[src/rtl/vga_pkg.sv]
// 640x480@60 timing constants and pixel width shared by the scanline path.
package vga_pkg;

  localparam int unsigned H_VISIBLE = 640;
  localparam int unsigned H_TOTAL   = 800;
  localparam int unsigned V_VISIBLE = 480;
  localparam int unsigned V_TOTAL   = 525;
  localparam int unsigned HS_START  = 656;
  localparam int unsigned HS_END    = 751;
  localparam int unsigned VS_START  = 490;
  localparam int unsigned VS_END    = 491;
  localparam int unsigned BPP       = 6;

  // Row index 'ahead' lines after row, wrapping at the end of the frame.
  function automatic logic [9:0] wrap_row(input logic [9:0] row, input logic [1:0] ahead);
    logic [10:0] s;
    s = {1'b0, row} + {9'd0, ahead};
    if (s >= 11'(V_TOTAL)) s = s - 11'(V_TOTAL);
    return s[9:0];
  endfunction

endpackage

[src/rtl/scanline_buffer_line_bank.sv]
// One scanline of pixel storage: synchronous write, registered read, no reset on contents.
module line_bank #(
  parameter int unsigned DEPTH = 80,
  parameter int unsigned WIDTH = 6,
  parameter int unsigned AW    = 7
) (
  input  logic             clk,
  input  logic             we,
  input  logic [AW-1:0]    waddr,
  input  logic [WIDTH-1:0] wdata,
  input  logic [AW-1:0]    raddr,
  output logic [WIDTH-1:0] rdata
);

  logic [WIDTH-1:0] mem [DEPTH];

  always_ff @(posedge clk) begin
    if (we && (waddr < AW'(DEPTH))) mem[waddr] <= wdata;
    // Reads past the stored width only happen during blanking; return zero there.
    rdata <= (raddr < AW'(DEPTH)) ? mem[raddr] : '0;
  end

endmodule

[src/rtl/scanline_buffer.sv]
// Ping-pong scanline buffer: back bank filled by the renderer, front bank scanned out with
// horizontal pixel replication. line_req/req_line are registered and pulse the cycle after x==799.
module scanline_buffer #(
  parameter int unsigned LINE_PIXELS = 80,
  parameter int unsigned SCALE_LOG2  = 3,
  parameter int unsigned BPP         = vga_pkg::BPP
) (
  input  logic           clk,
  input  logic           reset,
  input  logic [9:0]     x,
  input  logic [9:0]     y,
  input  logic           blank,
  input  logic           hs_in,
  input  logic           vs_in,
  input  logic           wr_en,
  input  logic [6:0]     wr_addr,
  input  logic [BPP-1:0] wr_data,
  input  logic           wr_done,
  output logic           line_req,
  output logic [8:0]     req_line,
  output logic [BPP-1:0] rgb,
  output logic           hs_out,
  output logic           vs_out,
  output logic           underflow
);

  import vga_pkg::*;

  logic       front_sel_q, front_sel_d;
  logic [1:0] valid_q, valid_d;
  logic       underflow_q, underflow_d;
  logic       line_req_q, line_req_d;
  logic [8:0] req_line_q, req_line_d;

  logic       back_sel;
  logic       swap;
  logic       back_ok;
  logic [9:0] show_row;
  logic [9:0] render_row;

  assign back_sel   = ~front_sel_q;
  assign swap       = (x == 10'(H_TOTAL - 1));
  // A wr_done in the swap cycle itself still counts for the bank about to be shown.
  assign back_ok    = valid_q[back_sel] | wr_done;
  assign show_row   = wrap_row(y, 2'd1);
  assign render_row = wrap_row(y, 2'd2);

  always_comb begin
    front_sel_d = front_sel_q;
    valid_d     = valid_q;
    underflow_d = underflow_q;
    line_req_d  = 1'b0;
    req_line_d  = req_line_q;
    if (wr_done) valid_d[back_sel] = 1'b1;
    if (swap) begin
      front_sel_d          = back_sel;
      valid_d[front_sel_q] = 1'b0;
      if ((show_row < 10'(V_VISIBLE)) && !back_ok) underflow_d = 1'b1;
      if (render_row < 10'(V_VISIBLE)) begin
        line_req_d = 1'b1;
        req_line_d = render_row[8:0];
      end
    end
  end

  always_ff @(posedge clk or posedge reset) begin
    if (reset) begin
      front_sel_q <= 1'b0;
      valid_q     <= 2'b00;
      underflow_q <= 1'b0;
      line_req_q  <= 1'b0;
      req_line_q  <= 9'd0;
    end else begin
      front_sel_q <= front_sel_d;
      valid_q     <= valid_d;
      underflow_q <= underflow_d;
      line_req_q  <= line_req_d;
      req_line_q  <= req_line_d;
    end
  end

  // Stage 1: column to stored-pixel address, plus the signals that must travel with it.
  logic [6:0] rd_addr_q;
  logic       blank_q, front_valid_q, sel1_q, hs1_q, vs1_q;

  always_ff @(posedge clk or posedge reset) begin
    if (reset) begin
      rd_addr_q     <= 7'd0;
      blank_q       <= 1'b0;
      front_valid_q <= 1'b0;
      sel1_q        <= 1'b0;
      hs1_q         <= 1'b1;
      vs1_q         <= 1'b1;
    end else begin
      rd_addr_q     <= 7'(x >> SCALE_LOG2);
      blank_q       <= blank;
      front_valid_q <= valid_q[front_sel_q];
      sel1_q        <= front_sel_q;
      hs1_q         <= hs_in;
      vs1_q         <= vs_in;
    end
  end

  // Stage 2: bank read data registers inside line_bank alongside the gating flags here.
  logic           show_q, sel2_q, hs2_q, vs2_q;
  logic [BPP-1:0] rdata0, rdata1;

  always_ff @(posedge clk or posedge reset) begin
    if (reset) begin
      show_q <= 1'b0;
      sel2_q <= 1'b0;
      hs2_q  <= 1'b1;
      vs2_q  <= 1'b1;
    end else begin
      show_q <= ~blank_q & front_valid_q;
      sel2_q <= sel1_q;
      hs2_q  <= hs1_q;
      vs2_q  <= vs1_q;
    end
  end

  line_bank #(
    .DEPTH (LINE_PIXELS),
    .WIDTH (BPP),
    .AW    (7)
  ) u_bank0 (
    .clk   (clk),
    .we    (wr_en & (back_sel == 1'b0)),
    .waddr (wr_addr),
    .wdata (wr_data),
    .raddr (rd_addr_q),
    .rdata (rdata0)
  );

  line_bank #(
    .DEPTH (LINE_PIXELS),
    .WIDTH (BPP),
    .AW    (7)
  ) u_bank1 (
    .clk   (clk),
    .we    (wr_en & (back_sel == 1'b1)),
    .waddr (wr_addr),
    .wdata (wr_data),
    .raddr (rd_addr_q),
    .rdata (rdata1)
  );

  assign rgb       = show_q ? (sel2_q ? rdata1 : rdata0) : '0;
  assign hs_out    = hs2_q;
  assign vs_out    = vs2_q;
  assign line_req  = line_req_q;
  assign req_line  = req_line_q;
  assign underflow = underflow_q;

endmodule

[config.mk]
export PLATFORM = sky130hd
export DESIGN_NAME = scanline_buffer
export DESIGN_NICKNAME = d
export VERILOG_FILES = /design/src/rtl/vga_pkg.sv /design/src/rtl/scanline_buffer_line_bank.sv /design/src/rtl/scanline_buffer.sv
export SDC_FILE = /design/constraint.sdc
export NUM_CORES = 1
export LEC_CHECK = 0
export BUFFER_PORTS_ARGS = -buffer_cell sky130_fd_sc_hd__buf_2
export CAP_MARGIN = 20
export CORE_MARGIN = 2
export CORE_UTILIZATION = 55
export CTS_CLUSTER_SIZE = 24
export DETAILED_ROUTE_END_ITERATION = 10
export PLACE_DENSITY = 0.71
export SETUP_SLACK_MARGIN = 0.05
export SLEW_MARGIN = 25
export SYNTH_ARGS = -nofsm -noshare
export SYNTH_HDL_FRONTEND = slang
export SYNTH_SLANG_ARGS = --single-unit
[constraint.sdc]
create_clock -name clk -period 4.55 [get_ports clk]
set_input_delay 0.2275 -clock clk [delete_from_list [all_inputs] [get_ports clk]]
set_output_delay 0.2275 -clock clk [all_outputs]
set_load 0.005 [all_outputs]
## Word level (Yosys, flattened, before mapping)

Memory sizes are Yosys's and may differ from the RTL's. A register that Yosys moved wholly into a read port is not among the register bits.
Index checks and enable logic that the tools add are counted.

| storage, ports and cells | value |
|---|---|
| latch bits | 0 |
| bits of input ports | 40 |
| bits in writable memories | 960 |
| logic and storage cells | 71 |
| memories | 2 |
| output and inout port bits | 19 |
| bits in registers | 30 |
| bits in read-only memories | 0 |

Memories:

| memory | words | width | read ports | clocked after memory_dff | write ports | line | RTL |
|---|---|---|---|---|---|---|---|
| u_bank0.mem | 80 | 6 | 1 | 1 | 1 | scanline_buffer_line_bank.sv:15 | `logic [WIDTH-1:0] mem [DEPTH];` |
| u_bank1.mem | 80 | 6 | 1 | 1 | 1 | scanline_buffer_line_bank.sv:15 |  |

| cells by class | value |
|---|---|
| bitwise operators | 9 |
| add/subtract/negate cells | 4 |
| equality and inequality tests | 1 |
| multipliers | 0 |
| div/mod/pow operators | 0 |
| magnitude comparators | 10 |
| reduce and logical (&&, ||, !) cells | 10 |
| multiplexer cells | 20 |
| shift operators | 0 |

Operators with widths:

| operator | number |
|---|---|
| greater-or-equal comparator 11 x 10 -> 1 bit (second input constant) | 2 |
| less-than comparator 10 x 9 -> 1 bit (second input constant) | 2 |
| two-way mux 10 bit | 2 |
| subtractor 10 bit (second input constant) | 2 |
| less-than comparator 7 bit (second input constant) | 2 |
| two-way mux 1 bit | 12 |
| two-way mux 6 bit | 2 |
| adder 10 x 1 -> 11 bit (second input constant) | 1 |
| adder 10 x 2 -> 11 bit (second input constant) | 1 |
| == test 10 bit (second input constant) | 1 |
| logical AND 1 bit | 5 |
| less-than comparator 1 x 2 -> 1 bit (second input constant) | 2 |
| two-way mux 2 bit | 2 |
| AND reduction 2 bit | 2 |
| bitwise AND 1 bit | 3 |
| zero test 1 bit | 3 |
| bitwise AND 2 bit | 1 |
| demux 1 bit (select 1 bit) | 2 |
| greater-or-equal comparator 1 bit (second input constant) | 2 |
| inverter 1 bit | 2 |
| inverter 2 bit | 1 |
| bitwise OR 2 bit | 1 |
| bitwise OR 1 bit | 1 |

## Logic depth before layout (Yosys ltp)

| depth | value |
|---|---|
| depth in word-level cells | 9 |
| depth in mapped cells | 11 |
| mapped depth without buffers | 10 |

## By module

A second synthesis with hierarchy kept.

| unflattened totals | value |
|---|---|
| cell total of the unflattened synthesis | 2066 |
| area total of the unflattened synthesis | 40072.2 um^2 |

Modules (own cells, without submodules):

| module | instances | area an instance (um^2) | cells an instance | seq. area each (um^2) |
|---|---|---|---|---|
| line_bank | 2 | 19000.7 | 924 | 14533.9 |
| scanline_buffer | 1 | 2070.7 | 218 | 755.7 |

## Least setup slack after synthesis

OpenSTA, ideal clock, no wires.

| timing path | value |
|---|---|
| path kind | reg2reg |
| start | register rd_addr_q[0] |
| end | register u_bank0.rdata[2] (read register of u_bank0.mem) |
| clock period less this slack | 2953 ps |
| stages on the path, launching flop included | 9 |
| library setup time | 128 ps |
| buffers on the path | 3 |
| setup slack | 1597 ps |
| data arrival time | 2825 ps |
| required time | 4422 ps |
| path through | dfrtp_1 clkbuf_1 clkbuf_1 buf_1 mux4_2 mux4_2 mux4_2 nand2b_1 o21ai_1 |

| between the ends | value |
|---|---|
| longest elaborated chain between the ends | 2 |

Ends and longest elaborated chain:

| what | line | RTL |
|---|---|---|
| start, declared | scanline_buffer.sv:83 | `logic [6:0] rd_addr_q;` |
| start signal, assigned | scanline_buffer.sv:95 | `rd_addr_q <= 7'(x >> SCALE_LOG2);` |
| less-than comparator 7 bit | scanline_buffer_line_bank.sv:20 | `rdata <= (raddr < AW'(DEPTH)) ? mem[raddr] : '0;` |
| zero test 1 bit (no line) | n/a |  |
| end, declared | scanline_buffer_line_bank.sv:12 | `output logic [WIDTH-1:0] rdata` |

Several ways; a longest one is shown, not always the timed one.
A chain may end at the register's enable or synchronous reset.

## Worst setup path after layout

| timing path | value |
|---|---|
| start | register rd_addr_q[0] |
| end | register u_bank1.rdata[1] (read register of u_bank1.mem) |

| between the ends | value |
|---|---|
| longest elaborated chain between the ends | 2 |

Ends and longest elaborated chain:

| what | line |
|---|---|
| less-than comparator 7 bit | scanline_buffer_line_bank.sv:20 |
| zero test 1 bit (no line) | n/a |
| end, declared | scanline_buffer_line_bank.sv:12 |

Several ways; a longest one is shown, not always the timed one.

==> results.md <==
- Boundary Pins: 59
- Final HPWL DP: 51.3 mm
- Total power after layout: 0.0195 W
- Synth cell types: 60
- Fillers: 4718
- Worst relative slew slack: 32.3%
- Cts bufs inserted: 100
- Final setup violation count: 0
- Slew @ Worst Pin: 1.02 ns
- Post-synthesis async set-or-reset flop share: 2.99%
- Top cells by area, synth: edfxtp_1, mux4_2, nor2_1, dfrtp_1, clkbuf_1
- Clk_lat worst skew: 0.67 ns
- Die area: 73700 µm²
- Post-synthesis cell count: 1806
- First-pass GRT wire length: 126 mm
- Yosys warns: 0
- Post-Place Worst Slack: 1.15 ns
- Placed Cells: 2737
- Gr ovfl total: 0
- Status: complete, no violations
- Most numerous cell in the Yosys netlist: edfxtp_1
- Post-Syn Area: 39400 µm²
- Crit end category: register
- Vias in the first global route: 18775
- Largest net degree at the start of global routing: 103
- Hold Path Class: input pin to register
- CP arrival: 3.67 ns
- Period utilization: 68.7%
- Worst setup SP type: register
- Post-route cell area: 44200 µm²
- Number of iterations in the first detailed-routing pass: 6
- Die width: 271 µm
- GPL Wtd Cong: 0.881
- Area of the multi-input gates: 9050 µm²
- Non-filler cells, final: 2936
- Final WL: 84.5 mm
- Worst-path clk slew: 0.06 ns
- GRT Resource Usage Total: 23.4%
- Largest area contributor in the netlist: edfxtp_1
- Power Dens Cells: 441 nW/µm²
- R2r setup slk: 1.42 ns
- Most frequent cells after synthesis: edfxtp_1, mux4_2, nor2_1, clkbuf_1, nand2_1
- Net Count, Synth: 1853
- Post-synth EDFFs: 960
- Post-layout nets: 1948
- Core ar.: 71100 µm²
- Setup_tns: 0 ns
- Area share of the largest cell type after synthesis: 73.3%
- CTS resizes: 0
- Maximum buffer depth of the clock tree: 3
- Skew final: 0.0333 ns
- Synthesized flop and latch total: 1002
- Share of layout cells above drive strength 1: 28.4%
- Leakage: 13.8 nW
- CP Data Required Time: 5.09 ns
- CTS H-tree depth: 3
- FF/Latch Area: 29800 µm²
- Post-layout minimum cycle time: 3.13 ns
- Max-slew violations: 0
- Ys flop type: edfxtp_1
- Final WS setup: 1.42 ns
- Final hold vios: 0
- Post-synthesis sequential area ratio: 75.8%
- CTS tree: built
- DR WL/cell: 28.8 µm
- 1st-iter DRT viols: 2488
- Syn_area_per_cell: 21.8 µm²
- Unrepaired setup endpoints after global routing: no
- Root Buffer Master: clkbuf_16
- Clock sinks: 1002
- Port bufs: 58
- Crit-path max FO: 89
- DIE HEIGHT: 271 µm
- Post-DRT Antenna Nets: 0
- Dpl cell area: 40700 µm²
- Row count: 98
- Critical path class: register to register
- FMAX: 320 MHz
- Vias: 18640
- VDD IR max: 329 µV
- Area growth syn-to-layout: 12.4%
- Via-to-Cell Ratio: 6.35
- Residual DRC: 0
- Max cap viols: 0
- Initial antenna violation count: 8
- Starting Density: 55.3%
==> stage by stage <==
stage	utilization, %	hold WS (ns)
6_report	62.2	0.0411
5_1_grt	62.2	0.0686
4_1_cts	62.2	0.0110
3_5_place_dp	57.2	0.336
3_3_place_gp	57.2	0.333
2_1_floorplan	-	0.232
==> what timing repair did <==
item	in CTS	in global routing
hold buffers	12	0
endpoints found under the hold margin	38	0
buffers inserted	0	0
==> layout by cell type (no fill, tap or decap), drive strengths merged, types with 3 or more instances in the layout <==
| master | Yosys | final |
|---|---|---|
| diode | 0 | 4 |
| dlygate4sd3 | 0 | 12 |
| nor4 | 3 | 3 |
| dfrtp | 26 | 26 |
| clkinvlp | 0 | 4 |
| nor3b | 3 | 3 |
| dfstp | 4 | 4 |
| o21ai | 21 | 21 |
| clkinv | 0 | 41 |
| xor2 | 8 | 8 |
| nor3 | 4 | 4 |
| dfxtp | 12 | 12 |
| nand4 | 4 | 4 |
| bufinv | 0 | 15 |
| a21oi | 7 | 7 |
| nand2b | 14 | 14 |
| mux2 | 6 | 6 |
| clkbuf | 67 | 119 |
| mux4 | 312 | 312 |
| edfxtp | 960 | 960 |
| nand3 | 14 | 14 |
| nand2 | 29 | 29 |
| buf | 31 | 79 |
| ha | 7 | 7 |
| and2 | 4 | 4 |
| a211oi | 3 | 3 |
| inv | 18 | 22 |
| mux2i | 7 | 7 |
| xnor2 | 11 | 11 |
| nor2 | 183 | 183 |
| nor2b | 16 | 16 |
==> sequential cells by signal (all words and copies together) (netlist names), 2 cells and up <==
name,count
u_bank1.mem,480
valid_q,2
req_line,9
u_bank0.mem,480
u_bank1.rdata,6
u_bank0.rdata,6
rd_addr_q,7
==> cells by family (layout without fill, tap and decap cells) <==
kind of cell / Yosys count / in the layout / synth area share [%]
other: 0 / 4 / 0
flip-flops: 1002 / 1002 / 75.8
AO/OA/AOI/OAI: 51 / 51 / 0.862
XOR/XNOR: 19 / 19 / 0.423
buffers and inverters: 116 / 292 / 1.21
adder cells (fa/ha/maj): 7 / 7 / 0.223
AND/OR/NAND/NOR: 286 / 286 / 3.24
multiplexers: 325 / 325 / 18.3
==> power breakdown <==
| group | internal (W) | leakage [nW] | switching, W |
|---|---|---|---|
| Sequential | 0.0101 | 9.10 | 0.0000531 |
| Clock | 0.00498 | 1.65 | 0.00342 |
| Combinational | 0.000384 | 3.07 | 0.000514 |
| Total | 0.0155 | 13.8 | 0.00398 |
==> per-layer routing <==
| metal | track usage (%) | routed length [µm] | up-vias |
|---|---|---|---|
| met4 | 6.56 | 1800 | 6 |
| met1 | 33.7 | 33900 | 9947 |
| met5 | 0 | 34 | - |
| li1 | - | - | 7696 |
| met2 | 37.5 | 41900 | 853 |
| met3 | 4.56 | 6840 | 138 |
==> layout make-up <==
class                           instances  share of cell area (%)
Antenna cell                            4                  0.0226
Clock buffer                          119                    5.92
Clock inverter                         64                    1.73
Inverter                               18                   0.153
Multi-Input combinational cell        688                    20.5
Sequential cell                      1002                    67.5
Tap cell                              950                    2.69
Timing Repair Buffer                   91                    1.55
==> critical path: stages, from the launching register on <==
cell      delay, ns
dfrtp_4        0.46
buf_12         0.54
mux4_2         0.64
mux4_2         0.55
mux4_2         0.54
nand2b_1       0.10
o21ai_1        0.06
==> worst paths after layout <==
path,from,to,depth (start not counted)
worst min register to register,sel1_q,sel2_q,0
worst max-delay path,rd_addr_q[0],u_bank1.rdata[1],6
worst min-delay path,y[0],req_line[0],3
max in group asynchronous,reset,rd_addr_q[0],3
min in group asynchronous,reset,req_line[1],3
worst max register to register,rd_addr_q[0],u_bank1.rdata[1],6
Power figures use the tool's default switching activity.
